[src/rtl/uartlite_pkg.sv]
// Shared constants and FSM state types for the AXI-Lite UART responder.
package uartlite_pkg;

  // Register indices decoded from addr[3:2].
  localparam logic [1:0] ADDR_RX   = 2'd0;
  localparam logic [1:0] ADDR_TX   = 2'd1;
  localparam logic [1:0] ADDR_STAT = 2'd2;
  localparam logic [1:0] ADDR_CTRL = 2'd3;

  localparam int unsigned STAT_RX_VALID = 0;
  localparam int unsigned STAT_RX_FULL  = 1;
  localparam int unsigned STAT_TX_EMPTY = 2;
  localparam int unsigned STAT_TX_FULL  = 3;
  localparam int unsigned STAT_INTR_EN  = 4;
  localparam int unsigned STAT_OVERRUN  = 5;

  localparam int unsigned CTRL_FLUSH_TX = 0;
  localparam int unsigned CTRL_FLUSH_RX = 1;
  localparam int unsigned CTRL_INTR_EN  = 4;

  localparam logic [1:0] RESP_OKAY   = 2'b00;
  localparam logic [1:0] RESP_SLVERR = 2'b10;

  typedef enum logic {WIdle, WResp} w_state_e;
  typedef enum logic {RIdle, RData} r_state_e;

endpackage

[src/rtl/byte_fifo.sv]
// Byte FIFO with wrap-bit pointers; flush has priority over push and pop.
module byte_fifo #(
  parameter int unsigned DEPTH = 16
) (
  input  logic       clk,
  input  logic       rst_n,
  input  logic       push,
  input  logic [7:0] push_data,
  input  logic       pop,
  input  logic       flush,
  output logic       full,
  output logic       empty,
  output logic [7:0] head
);

  localparam int unsigned AW = $clog2(DEPTH);
  localparam logic [AW:0] PtrOne = {{AW{1'b0}}, 1'b1};

  logic [AW:0] wr_ptr_q, rd_ptr_q;
  logic [7:0]  mem [DEPTH];
  logic        do_push, do_pop;

  assign empty   = (wr_ptr_q == rd_ptr_q);
  assign full    = (wr_ptr_q[AW] != rd_ptr_q[AW]) && (wr_ptr_q[AW-1:0] == rd_ptr_q[AW-1:0]);
  assign do_push = push && !full && !flush;
  assign do_pop  = pop && !empty && !flush;
  assign head    = mem[rd_ptr_q[AW-1:0]];

  always_ff @(posedge clk or negedge rst_n) begin
    if (!rst_n) begin
      wr_ptr_q <= '0;
      rd_ptr_q <= '0;
    end else if (flush) begin
      wr_ptr_q <= '0;
      rd_ptr_q <= '0;
    end else begin
      if (do_push) wr_ptr_q <= wr_ptr_q + PtrOne;
      if (do_pop)  rd_ptr_q <= rd_ptr_q + PtrOne;
    end
  end

  always_ff @(posedge clk) begin
    if (do_push) mem[wr_ptr_q[AW-1:0]] <= push_data;
  end

endmodule

[src/rtl/uartlite_axi_responder.sv]
// AXI-Lite register front end for a UART: RX/TX byte FIFOs, status, control and interrupt.
module uartlite_axi_responder
  import uartlite_pkg::*;
#(
  parameter int unsigned FIFO_DEPTH = 16
) (
  input  logic        m_axi_aclk,
  input  logic        m_axi_aresetn,
  input  logic [3:0]  s_axi_awaddr,
  input  logic        s_axi_awvalid,
  output logic        s_axi_awready,
  input  logic [31:0] s_axi_wdata,
  input  logic [3:0]  s_axi_wstrb,
  input  logic        s_axi_wvalid,
  output logic        s_axi_wready,
  output logic [1:0]  s_axi_bresp,
  output logic        s_axi_bvalid,
  input  logic        s_axi_bready,
  input  logic [3:0]  s_axi_araddr,
  input  logic        s_axi_arvalid,
  output logic        s_axi_arready,
  output logic [31:0] s_axi_rdata,
  output logic [1:0]  s_axi_rresp,
  output logic        s_axi_rvalid,
  input  logic        s_axi_rready,
  input  logic [7:0]  rx_byte,
  input  logic        rx_byte_valid,
  output logic [7:0]  tx_byte,
  output logic        tx_byte_valid,
  input  logic        tx_byte_ready,
  output logic        intr
);

  w_state_e    w_state_q;
  r_state_e    r_state_q;
  logic        aw_hs, ar_hs;
  logic [1:0]  wr_addr, rd_addr;
  logic        rx_full, rx_empty, tx_full, tx_empty;
  logic [7:0]  rx_head;
  logic        flush_tx_q, flush_rx_q, intr_en_q, overrun_q;
  logic        rx_empty_q, tx_empty_q;
  logic [31:0] stat, rdata_d;
  logic        unused;

  assign unused  = ^{s_axi_awaddr[1:0], s_axi_araddr[1:0], s_axi_wstrb, s_axi_wdata[31:8]};
  assign wr_addr = s_axi_awaddr[3:2];
  assign rd_addr = s_axi_araddr[3:2];

  // AW and W are accepted together, only when both are presented.
  assign aw_hs         = (w_state_q == WIdle) && s_axi_awvalid && s_axi_wvalid;
  assign s_axi_awready = aw_hs;
  assign s_axi_wready  = aw_hs;
  assign ar_hs         = s_axi_arvalid && s_axi_arready;
  assign s_axi_rresp   = RESP_OKAY;
  assign tx_byte_valid = !tx_empty;

  byte_fifo #(.DEPTH(FIFO_DEPTH)) u_rx_fifo (
    .clk       (m_axi_aclk),
    .rst_n     (m_axi_aresetn),
    .push      (rx_byte_valid),
    .push_data (rx_byte),
    .pop       (ar_hs && (rd_addr == ADDR_RX)),
    .flush     (flush_rx_q),
    .full      (rx_full),
    .empty     (rx_empty),
    .head      (rx_head)
  );

  byte_fifo #(.DEPTH(FIFO_DEPTH)) u_tx_fifo (
    .clk       (m_axi_aclk),
    .rst_n     (m_axi_aresetn),
    .push      (aw_hs && (wr_addr == ADDR_TX)),
    .push_data (s_axi_wdata[7:0]),
    .pop       (tx_byte_ready),
    .flush     (flush_tx_q),
    .full      (tx_full),
    .empty     (tx_empty),
    .head      (tx_byte)
  );

  always_comb begin
    stat                = '0;
    stat[STAT_RX_VALID] = !rx_empty;
    stat[STAT_RX_FULL]  = rx_full;
    stat[STAT_TX_EMPTY] = tx_empty;
    stat[STAT_TX_FULL]  = tx_full;
    stat[STAT_INTR_EN]  = intr_en_q;
    stat[STAT_OVERRUN]  = overrun_q;
  end

  always_comb begin
    rdata_d = '0;
    case (rd_addr)
      ADDR_RX:   if (!rx_empty) rdata_d = {24'd0, rx_head};
      ADDR_STAT: rdata_d = stat;
      default:   rdata_d = '0;
    endcase
  end

  always_ff @(posedge m_axi_aclk or negedge m_axi_aresetn) begin
    if (!m_axi_aresetn) begin
      w_state_q    <= WIdle;
      s_axi_bvalid <= 1'b0;
      s_axi_bresp  <= RESP_OKAY;
      intr_en_q    <= 1'b0;
      flush_tx_q   <= 1'b0;
      flush_rx_q   <= 1'b0;
    end else begin
      flush_tx_q <= 1'b0;
      flush_rx_q <= 1'b0;
      case (w_state_q)
        WIdle: begin
          if (aw_hs) begin
            s_axi_bvalid <= 1'b1;
            s_axi_bresp  <= (wr_addr == ADDR_TX && tx_full) ? RESP_SLVERR : RESP_OKAY;
            if (wr_addr == ADDR_CTRL) begin
              flush_tx_q <= s_axi_wdata[CTRL_FLUSH_TX];
              flush_rx_q <= s_axi_wdata[CTRL_FLUSH_RX];
              intr_en_q  <= s_axi_wdata[CTRL_INTR_EN];
            end
            w_state_q <= WResp;
          end
        end
        default: begin
          if (s_axi_bready) begin
            s_axi_bvalid <= 1'b0;
            w_state_q    <= WIdle;
          end
        end
      endcase
    end
  end

  // arready is held low through reset and rises on the first clock after release.
  always_ff @(posedge m_axi_aclk or negedge m_axi_aresetn) begin
    if (!m_axi_aresetn) begin
      r_state_q     <= RIdle;
      s_axi_arready <= 1'b0;
      s_axi_rvalid  <= 1'b0;
      s_axi_rdata   <= '0;
    end else begin
      case (r_state_q)
        RIdle: begin
          if (ar_hs) begin
            s_axi_arready <= 1'b0;
            s_axi_rvalid  <= 1'b1;
            s_axi_rdata   <= rdata_d;
            r_state_q     <= RData;
          end else begin
            s_axi_arready <= 1'b1;
          end
        end
        default: begin
          if (s_axi_rready) begin
            s_axi_rvalid  <= 1'b0;
            s_axi_arready <= 1'b1;
            r_state_q     <= RIdle;
          end
        end
      endcase
    end
  end

  always_ff @(posedge m_axi_aclk or negedge m_axi_aresetn) begin
    if (!m_axi_aresetn) begin
      overrun_q  <= 1'b0;
      rx_empty_q <= 1'b1;
      tx_empty_q <= 1'b1;
      intr       <= 1'b0;
    end else begin
      if (rx_byte_valid && rx_full) overrun_q <= 1'b1;
      else if (ar_hs && rd_addr == ADDR_STAT) overrun_q <= 1'b0;
      rx_empty_q <= rx_empty;
      tx_empty_q <= tx_empty;
      intr       <= intr_en_q && ((rx_empty_q && !rx_empty) || (!tx_empty_q && tx_empty));
    end
  end

endmodule

[config.mk]
export PLATFORM = sky130hd
export DESIGN_NAME = uartlite_axi_responder
export DESIGN_NICKNAME = d
export VERILOG_FILES = /design/src/rtl/uartlite_pkg.sv /design/src/rtl/byte_fifo.sv /design/src/rtl/uartlite_axi_responder.sv
export SDC_FILE = /design/constraint.sdc
export NUM_CORES = 1
export LEC_CHECK = 0
export BUFFER_PORTS_ARGS = -buffer_cell sky130_fd_sc_hd__buf_2
export CORE_MARGIN = 2
export CORE_UTILIZATION = 36
export CTS_CLUSTER_DIAMETER = 150
export DETAILED_ROUTE_END_ITERATION = 8
export PLACE_DENSITY = 0.61
export SKIP_CTS_REPAIR_TIMING = 1
export SKIP_LAST_GASP = 1
export SLEW_MARGIN = 0
export SYNTH_ARGS = -nofsm -noshare
export SYNTH_HDL_FRONTEND = slang
export SYNTH_HIERARCHICAL = 1
export SYNTH_SLANG_ARGS = --single-unit
[constraint.sdc]
create_clock -name m_axi_aclk -period 2.8 [get_ports m_axi_aclk]
set_input_delay 0.14 -clock m_axi_aclk [delete_from_list [all_inputs] [get_ports m_axi_aclk]]
set_output_delay 0.14 -clock m_axi_aclk [all_outputs]
set_load 0.03 [all_outputs]
## Word-level counts from Yosys, hierarchy flattened

Memory sizes are Yosys's and may differ from the RTL's.
Index checks and enable logic that the tools add are counted.

- Add/sub/neg operators: 4
- Equality and inequality tests: 11
- Multiplexer cells: 38
- Bitwise operators: 2
- Reductions and logical operators: 42

Operator list:

| cell | count |
|---|---|
| $pmux W32 S2 | 1 |
| $mux W5 | 8 |
| $mux W1 | 27 |
| $logic_and A1 B1 Y1 | 21 |
| $add A5 B1 Y5 const B | 4 |
| $reduce_bool A2 Y1 | 7 |
| $eq A5 B5 Y1 | 2 |
| $eq A4 B4 Y1 | 2 |
| $mux W8 | 1 |
| $reduce_and A2 Y1 | 4 |
| $logic_not A1 Y1 | 7 |
| $eq A2 B2 Y1 const B | 2 |
| $ne A2 B2 Y1 const B | 2 |
| $reduce_and A3 Y1 | 1 |
| $eq A2 B1 Y1 const B | 1 |
| $logic_not A2 Y1 | 1 |
| $mux W2 | 1 |
| $ne A1 B1 Y1 | 2 |
| $not A1 Y1 | 2 |
| $logic_or A1 B1 Y1 | 1 |

- Flip-flop bits (word level): 66
- Bits in writable memories: 256
- Bits of input ports: 61
- Logic and storage cells: 117
- Memories: 2

Memories:

| name | words | width | rd ports | clocked after memory_dff | write ports | line | source |
|---|---|---|---|---|---|---|---|
| u_rx_fifo.mem | 16 | 8 | 1 | 0 | 1 | byte_fifo.sv:20 | `logic [7:0] mem [DEPTH];` |
| u_tx_fifo.mem | 16 | 8 | 1 | 0 | 1 | byte_fifo.sv:20 |  |

## Depth between registers and ports, before layout

- Depth after elaboration: 8
- Mapped depth: 8
- Mapped depth without buffers: 6

## Modules after synthesis

Netlist, hierarchy kept.

By module, submodules not included:

| module | instances | cells an instance | area each (µm²) | seq. area each (µm²) |
|---|---|---|---|---|
| byte_fifo at u_rx_fifo | 1 | 279 | 5794.3 | 4093.9 |
| byte_fifo at u_tx_fifo | 1 | 328 | 5759.3 | 4093.9 |
| uartlite_axi_responder | 1 | 107 | 1108.6 | 528.0 |

## Least setup slack after synthesis

No wires, ideal clock.

- Kind: register -> register
- From: reg u_rx_fifo.rd_ptr_q[4]
- To: mem u_rx_fifo.mem[6][0], enable pin
- Library setup time: 0.398 ns
- Arrival: 2.151 ns
- Data required time: 2.402 ns
- Path slack: 0.251 ns
- Stages on the path, launching flop included: 5
- Path buffers: 1
- Period minus slack after synthesis: 2.549 ns
- Path through: dfrtp_1 xnor2_1 o21ai_1 buf_2 nor4b_1

- Word-level cells in the longest chain between the ends: 7

RTL lines:

| item | line | source |
|---|---|---|
| from (decl) | byte_fifo.sv:19 | `logic [AW:0] wr_ptr_q, rd_ptr_q;` |
| from (signal assigned) | byte_fifo.sv:38 | `if (do_pop) rd_ptr_q <= rd_ptr_q + PtrOne;` |
| $ne A1 B1 Y1 | byte_fifo.sv:24 | `assign full = (wr_ptr_q[AW] != rd_ptr_q[AW]) && (wr_ptr_q[AW-1:0] == rd_ptr_q[AW-1:0]);` |
| $logic_and A1 B1 Y1 | byte_fifo.sv:24 |  |
| $logic_not A1 Y1 | byte_fifo.sv:25 | `assign do_push = push && !full && !flush;` |
| $logic_and A1 B1 Y1 (2 in series) | byte_fifo.sv:25 |  |
| $mux W1 | byte_fifo.sv:43 | `if (do_push) mem[wr_ptr_q[AW-1:0]] <= push_data;` |
| $mux W1 (not written as such) | byte_fifo.sv:43 |  |
| to (decl) | byte_fifo.sv:20 |  |

Every way passes these cells.

## Worst setup path after layout

- From: reg u_rx_fifo.rd_ptr_q[0]
- To: reg s_axi_rdata[0]

- Word-level cells in the longest chain between the ends: 3

RTL lines:

| item | line | source |
|---|---|---|
| $mem_v2 Z16 W8 | -- |  |
| net rx_head[0] | uartlite_axi_responder.sv:39 | `logic [7:0] rx_head;` |
| $mux W8 | uartlite_axi_responder.sv:94 | `ADDR_RX: if (!rx_empty) rdata_d = {24'd0, rx_head};` |
| $pmux W32 S2 | uartlite_axi_responder.sv:93 | `case (rd_addr)` |
| to (signal assigned) | uartlite_axi_responder.sv:147 | `s_axi_rdata <= rdata_d;` |
| to (decl) | uartlite_axi_responder.sv:22 | `output logic [31:0] s_axi_rdata,` |

The timed path passes the listed nets, and every way through them passes these cells.
A chain may end at the register's enable or synchronous reset.

==> qor.csv <==
metric;value;unit
gr ovfl total;0;
number of buffers and inverters on the critical path;2;
Crit path largest cell delay;0.63;ns
largest net degree at the start of global routing;53;
register area share after synthesis;68.8;%
hpwl dp;16300;microns
global-route wire length before repair;38800;microns
total wire length;25800;microns
GPL Wtd Cong;0.762;
Synth warnings;6;
Cell Chain, Critical Path;buf_12 -> mux4_1 -> mux4_2 -> nor2_1 -> o41ai_2 -> dlygate4sd3_1;
synthesized flop and latch total;297;
worst reg2reg path endpoint;s_axi_rdata[0];
Final Hold Viols;0;
Max Clk Rate;377;MHz
number of routed nets with antenna violations;0;
worst reg-to-reg path cell count;6;
number of flops mapped to enable cells by yosys;256;
Setup Skew;0.0202;ns
Setup-failing EPs final;0;
Syn Area/Cell;17.7;sq um
hold path depth;1;
setup tns final;0;ns
main flop type after synthesis;edfxtp_1;
P_int;9.57;mW
critical path data required time;3.25;ns
worst reg2reg path startpoint;u_rx_fifo/rd_ptr_q[0];
Clock transition at path regs;0.06;ns
Starting Density;36.6;%
cts bufs inserted;31;
Max-Cap Viols;0;
clock latency on the worst-skew pair;0.57;ns
Cell variety after synth;62;
Placed Area;13500;sq um
sequential power share;39.2;%
Worst Setup End Kind;flip-flop;
WL per Instance;19.8;microns
Comb pwr share;32.1;%
Pwr Total;14.2;mW
ranking of synthesized cells by area;edfxtp_1 (61%), dfrtp_1 (7.7%), mux4_2 (6.2%), mux4_1 (4.4%), mux2i_1 (2.8%);
area of the die;36700;sq um
Nets;897;
via/cell ratio;5.07;
outcome;finished, final reports clean;
leak pwr;5.33;nW
Arrival @ worst endpoint;3.11;ns
Fill cells;2992;
Final Instance Area;14800;sq um
CP max-delay cell;mux4_1;
Final Max Tran Viols;0;
Area Overhead vs Synth;17.3;%
critical path type;reg2reg;
pwr dens;953;nW/um^2
worst-margin pin slew;0.756;ns
clock share of power;28.7;%
Hold EP;u_tx_fifo/mem[15][4];
sw power;4.59;mW
RSZ-0062 raised after global routing;false;
Die Wd;192;microns
worst vdd ir;0.610;mV
die height;192;microns
relative max-transition margin;49.4;%
GRT Util Overall;14.0;%
Port Buffer Count;52;
DR pass1 iterations;4;
vias in the first global route;6450;
Synth top cells by count;edfxtp_1 (256), dfrtp_1 (39), mux2i_1 (35), mux4_2 (35), nor2_1 (34);
Rows;68;
initial antenna violation count;0;
R2R setup slack;0.15;ns
Yosys top cell area share;60.7;%
CP top delay family;multiplexers;
clk buf depth;3;
antenna cells;0;
H-tree depth;1;
Vias;6602;
worst hold path type;in2reg;
sw frac;32.4;%
clock period minus worst slack;2.65;ns
IO Pins;112;
DRC viols;0;
Hold Startpoint;s_axi_wdata[4];
most frequent cell after synthesis;edfxtp_1;
core area;34600;sq um
Mapped Area;12700;sq um
TritonCTS clock tree;yes;
async set or reset register ratio after synthesis;13.8;%
Root Buffer Master;clkbuf_16;
DP Cell Count;1221;
clock sink count;297;
largest area contributor in the netlist;edfxtp_1;
ratio of cells with drive above 1 in the final layout;25.0;%
DR iter-0 viols;407;
final non-filler cell total;1302;
Final Cycle Share;94.8;%
gate count of the mapped netlist;714;
CP Launch Type;flip-flop;
worst-path maximum fanout;22;
[worst max-delay path by stage]
stage | from | endpoint | slack (ns) | cells after the start
after floorplan | u_rx_fifo/rd_ptr_q[4] | u_rx_fifo/mem[6][0] | 0.25 | 4
after global placement | u_tx_fifo/rd_ptr_q[2] | tx_byte[0] | 0.40 | 5
after detailed placement | u_tx_fifo/rd_ptr_q[2] | tx_byte[0] | 0.40 | 5
after CTS | u_tx_fifo/rd_ptr_q[2] | tx_byte[0] | -0.24 | 5
after global routing | u_tx_fifo/rd_ptr_q[2] | tx_byte[0] | 0.005 | 5
final | u_rx_fifo/rd_ptr_q[0] | s_axi_rdata[0] | 0.15 | 6
[sequential cells by signal (all words and copies together), names as in the netlist, 5 cells and up]
register            count
u_tx_fifo/wr_ptr_q      5
s_axi_rdata             8
u_rx_fifo/rd_ptr_q      5
u_tx_fifo/rd_ptr_q      5
u_rx_fifo/mem         128
u_rx_fifo/wr_ptr_q      5
u_tx_fifo/mem         128
[final cells by class]
type                    instances  area (sq um)  share of cell area [%]
clock buffers                  44           895                    6.02
repair buffers                117           853                    5.75
well taps                     455           569                    3.83
clock inverters                10           130                   0.876
inverters                      15          56.3                   0.379
multi-input cells             364          3630                    24.4
flip-flops and latches        297          8720                    58.7
[stage by stage]
stage               setup WS [ns]  utilization (%)  hold slack (ns)
floorplan                   0.251                -           -0.156
global placement            0.402             39.1            0.116
detailed placement          0.399             39.1            0.121
CTS                        -0.240             42.1           -0.497
global route              0.00465             42.9          0.00447
finish                      0.145             42.9           0.0192
[power by group through the flow]
stage / clock (mW) / sequential, mW / combinational (mW)
floorplan: 0 / 5.68 / 3.23
global placement: 0 / 5.62 / 4.49
detailed placement: 0 / 5.63 / 4.52
CTS: 4.17 / 5.55 / 4.54
global route: 4.32 / 5.60 / 4.92
finish: 4.06 / 5.55 / 4.55
[logic make-up after synthesis]
logic type | synth area share [%]
flops | 68.8
simple gates | 6.44
mux | 14.8
buf+inv | 4.06
compound gates | 4.01
xor+xnor | 0.830
fa+ha+maj | 0.988
other cells | 0.0296
[cell usage in the layout (no fill, tap or decap), drive strengths merged, types with 13 or more instances in the layout]
master,instances
clkbuf,44
conb,27
a221oi,21
nor2b,15
nor2,34
dlygate4sd3,27
mux2i,35
buf,90
o21ai,13
dfrtp,39
inv,17
mux4,56
edfxtp,256
a21oi,14
nand2,24
mux2,16
[layer usage]
metal,global-route usage [%],wire [microns],vias to the layer above
met5,0,0,-
met2,22.7,12300,128
met4,4.38,613,0
met1,19.6,12000,3419
li1,-,-,3012
met3,2.06,897,43
No activity file was read; power rests on OpenSTA's default activity.
